[config.mk]
export PLATFORM = sky130hd
export DESIGN_NAME = jtvigil_gfx_slot
export DESIGN_NICKNAME = d
export VERILOG_FILES = /design/src/rtl/jtvigil_gfx_slot.sv
export SDC_FILE = /design/constraint.sdc
export NUM_CORES = 1
export LEC_CHECK = 0
export CORE_ASPECT_RATIO = 1.2
export CORE_MARGIN = 8
export CORE_UTILIZATION = 54
export CTS_CLUSTER_DIAMETER = 120
export CTS_CLUSTER_SIZE = 20
export DETAILED_ROUTE_END_ITERATION = 8
export GPL_TIMING_DRIVEN = 0
export PLACE_DENSITY = 0.83
export SLEW_MARGIN = 20
export SYNTH_ARGS = -nofsm -noshare
export SYNTH_HDL_FRONTEND = slang
export SYNTH_SLANG_ARGS = --single-unit
[constraint.sdc]
create_clock -name clk -period 3.3 [get_ports clk]
set_clock_uncertainty 0.1 [all_clocks]
set_input_delay 0.825 -clock clk [delete_from_list [all_inputs] [get_ports clk]]
set_output_delay 0.825 -clock clk [all_outputs]
set_load 0.05 [all_outputs]
[src/rtl/jtvigil_gfx_slot.sv]
// jtvigil_gfx_slot: one-entry cached SDRAM read slot that builds 32-bit words from two 16-bit beats.
// Optional watchdog: define JTVIGIL_SLOT_TIMEOUT_EN to abandon stalled fetches with a zero word.
module jtvigil_gfx_slot #(
    parameter int          AW     = 18,
    parameter logic [21:0] OFFSET = 22'h0
) (
    input  logic          clk,
    input  logic          rst_n,
    input  logic          cs,
    input  logic [AW-1:0] addr,
    output logic [31:0]   data,
    output logic          ok,
    output logic [21:0]   sdram_addr,
    output logic          sdram_req,
    input  logic          sdram_ack,
    input  logic          data_dst,
    input  logic [15:0]   sdram_din
);
    typedef enum logic [1:0] {IDLE, REQ, BEAT0, BEAT1} state_t;

    state_t        st, st_nx;
    logic          valid;
    logic [AW-1:0] tag;
    logic [AW-1:0] fetch_addr;
    logic [15:0]   stage;
    logic          hit;
    logic          timeout;

    assign hit = valid && tag == addr;
    assign ok  = cs && hit;

`ifdef JTVIGIL_SLOT_TIMEOUT_EN
    logic [7:0] wdog;
    assign timeout = st != IDLE && wdog == 8'hFF;
    always_ff @(posedge clk) begin
        if (!rst_n || st == IDLE || st_nx != st)
            wdog <= 8'd0;
        else
            wdog <= wdog + 8'd1;
    end
`else
    assign timeout = 1'b0;
`endif

    always_ff @(posedge clk) begin
        if (!rst_n)
            st <= IDLE;
        else
            st <= st_nx;
    end

    always_comb begin
        st_nx = st;
        case (st)
            IDLE:    st_nx = cs && !hit ? REQ : IDLE;
            REQ:     st_nx = sdram_ack ? BEAT0 : REQ;
            BEAT0:   st_nx = data_dst ? BEAT1 : BEAT0;
            BEAT1:   st_nx = data_dst ? IDLE : BEAT1;
            default: st_nx = IDLE;
        endcase
        if (timeout) st_nx = IDLE;
    end

    // The cache entry only changes on the final beat, so old hits stay servable during a fill.
    always_ff @(posedge clk) begin
        if (!rst_n) begin
            sdram_req  <= 1'b0;
            sdram_addr <= 22'd0;
            data       <= 32'd0;
            valid      <= 1'b0;
            tag        <= '0;
            fetch_addr <= '0;
            stage      <= 16'd0;
        end else if (timeout) begin
            sdram_req <= 1'b0;
            data      <= 32'd0;
            tag       <= fetch_addr;
            valid     <= 1'b1;
        end else begin
            case (st)
                IDLE: if (cs && !hit) begin
                    fetch_addr <= addr;
                    sdram_addr <= OFFSET + 22'({addr, 1'b0});
                    sdram_req  <= 1'b1;
                end
                REQ:   if (sdram_ack) sdram_req <= 1'b0;
                BEAT0: if (data_dst) stage <= sdram_din;
                BEAT1: if (data_dst) begin
                    data  <= {sdram_din, stage};
                    tag   <= fetch_addr;
                    valid <= 1'b1;
                end
                default: ;
            endcase
        end
    end
endmodule

==> qor.yml <==
grt_pass1_wl_mm: 17.25
h-tree-depth: 3
fin_nets: 648
powerDensity_nw_per_um2: 435.3
design.core.area_um2: 7232
p_seq_frac: 0.489
slowest_stage: "clkdlybuf4s50_1"
drt_wl_total_mm: 10.93
yosysTopAreaCellShare: 0.4370
grt_max_degree: 17
r2r_slack_ns: 1.27
synth_edf_count: 0
ys_types: 29
dieArea_um2: 10500
r2r_cells: 7
min_path_cells: 2
synthCells: 505
viasPerCell: 5.335
critPathMaxFanout: 2
wl_per_cell_um: 15.53
cts.sinks: 88
yosysMostFrequentCell: "nand2_1"
core.rowCount: 34
power.switching_uw: 694.6
yosys_warnings: 0
worst_slew_pin_slew_ns: 0.5713
grt_use_total: 0.2036
die_h_um: 110.7
combinationalPowerShare: 0.180
outcome: "completed"
cts_buffers: 9
worstPathArrival_ns: 2.32
yosysTopAreaCell: "dfxtp_1"
die_w_um: 94.88
start_kind: "input port"
ctsHoldBuffers: 0
maxCapViolations: 0
switching_share: 0.3002
crit_type: "input port to output port"
syn-cell-area_um2: 4031
dp_hpwl_mm: 8.117
cp_cell_sequence: "clkdlybuf4s50_1 -> xnor2_2 -> nand4_1 -> nor2_1 -> nand2_1 -> nor3_2 -> buf_6"
final_core_util: 0.7349
path_clk_slew_ns: 0.09
drive_above_1_share: 0.09609
hold_viol: 0
cp.required_ns: 2.37
hp-class: "flop to flop"
ys_seq_elements: 88
cts-root-buf: "clkbuf_8"
ios: 95
crit_family: "buffers and inverters"
seq_area_frac_synth: 0.4370
ir_drop_mv: 0.2826
n_fill_cell: 588
period_share: 0.9828
synthArstFlopShare: 0
start_util: 0.5574
cts_tree: "done"
area_growth_pct: 31.84
maxSlewViolCount: 0
max_freq_mhz: 308.3
period_minus_slack_ns: 3.243
reg2reg_from: "st[0]$_SDFF_PN0_"
grt.overflow.total: 0
setup_viol: 0
first_global_vias: 3672
antenna_left: 0
clock_path_buffers: 2
end_kind: "output port"
dr_total_vias: 3756
timing.rr.end: "sdram_addr[13]$_SDFFE_PN0P_"
port_buffers: 89
antennaDiodeCount: 0
synth-main-ff-cell: "dfxtp_1"
synth_area_leaders: "dfxtp_1 44%, nand2_1 16%, a21boi_0 12%"
hp-start: "stage[2]$_SDFFE_PN0P_"
drcViolationCount: 0
routabilityCongestion: 0.8208
cellInternalPower_mw: 1.619
p_leak_nw: 1.893
avgSynthCellArea_um2: 7.983
clk_latency_ns: 0.36
drtPass1Iterations: 4
rsz0062_at_grt: "false"
antenna_found_initial: 0
min_to: "stage[2]$_SDFFE_PN0P_"
tns_ns: 0
synth_top_cells_by_count: "173 x nand2_1, 88 x dfxtp_1, 65 x a21boi_0, 24 x clkbuf_1, 21 x nor2_1"
critPathMaxStageDelay_ns: 0.50
slew_headroom: 0.6171
power_frac_clock: 0.332
drtIter0Drc: 168
path_buf_inv: 2
-- tightest hold or removal path, cell delays in order, from the launching register on --
cell and delay [ns]:
dfxtp_1 0.32, nand2_1 0.05, a21boi_1 0.05
-- timing repair --
item,4_1_cts,5_1_grt
setup buffers,1,0
pin swaps,2,0
setup endpoints to repair,1,1
gates resized for setup,15,1
-- how the worst max path moves through the flow --
stage | startpoint | end | cells after the start
floorplan | addr[6] | ok | 5
global placement | addr[12] | ok | 7
detailed placement | addr[12] | ok | 7
CTS | addr[16] | ok | 7
global route | addr[5] | ok | 7
finish | addr[5] | ok | 7
-- final cells by class --
cell class | instances | area (um2) | area share
clock inverter | 7 | 78.83 | 0.01483
timing repair buffer | 90 | 899.6 | 0.1693
buffer | 41 | 202.7 | 0.03814
inverter | 1 | 3.754 | 0.0007062
tap | 90 | 112.6 | 0.02119
sequential | 88 | 1762 | 0.3315
multi-input combinational | 378 | 2132 | 0.4011
clock buffer | 9 | 123.9 | 0.02331
-- sequential cells by signal (all words and copies together) (netlist names) --
name	count
sdram_addr	18
data	32
tag	18
st	2
sdram_req	1
valid	1
stage	16
-- power by group through the flow --
stage / registers (mW) / logic, mW / clock network (mW)
after detailed placement: 1.15 / 0.408 / 0
after floorplan: 1.26 / 0.144 / 0
after global placement: 1.15 / 0.401 / 0
final: 1.13 / 0.415 / 0.768
after global routing: 1.13 / 0.440 / 0.819
after CTS: 1.13 / 0.415 / 0.775
-- layout by cell type (no fill, tap or decap), types with 3 or more instances in the layout --
cell type / n
nand2_1: 173
dfxtp_1: 88
clkdlybuf4s50_1: 88
a21boi_0: 65
clkbuf_1: 24
nor2_1: 21
and3_1: 19
nor3_1: 19
mux2i_1: 18
xnor2_1: 11
a21oi_2: 10
buf_2: 9
clkbuf_8: 9
a21oi_1: 8
xnor2_2: 7
buf_4: 7
nand4_1: 4
conb_1: 4
a21boi_1: 3
buf_6: 3
-- through the flow --
step | hold slack [ns] | cells | instance area (um2) | worst slack (ns) | power [mW]
2_1_floorplan | 0.3353 | 508 | 4043 | 0.001188 | 1.401
3_3_place_gp | 0.3426 | 687 | 5046 | -0.7253 | 1.555
3_5_place_dp | 0.3482 | 687 | 5046 | -0.7195 | 1.562
4_1_cts | 0.3616 | 704 | 5311 | 0.05855 | 2.320
5_1_grt | 0.3908 | 704 | 5315 | 0.006943 | 2.394
6_report | 0.3619 | 704 | 5315 | 0.05685 | 2.314
-- cell families (layout without fill, tap and decap cells) --
kind of cell / count (synthesis) / count (layout) / synth area share
AOI/OAI and AO/OA: 91 / 91 / 0.1667
xor gates and xnor gates: 18 / 18 / 0.03911
buffers and inverters: 42 / 148 / 0.05121
DFF: 88 / 88 / 0.4370
muxes: 18 / 18 / 0.04469
other: 1 / 4 / 0.0009302
and+or+nand+nor: 247 / 247 / 0.2604
-- routing by layer --
metal / wire, um / vias to the layer above / track usage
met1: 4413 / 1742 / 0.2294
met5: 0 / - / 0
met4: 194 / 0 / 0.07307
met3: 722 / 17 / 0.04336
li1: - / 1863 / -
met2: 5600 / 134 / 0.3606
Note: power is estimated with default switching activity, not from simulation.
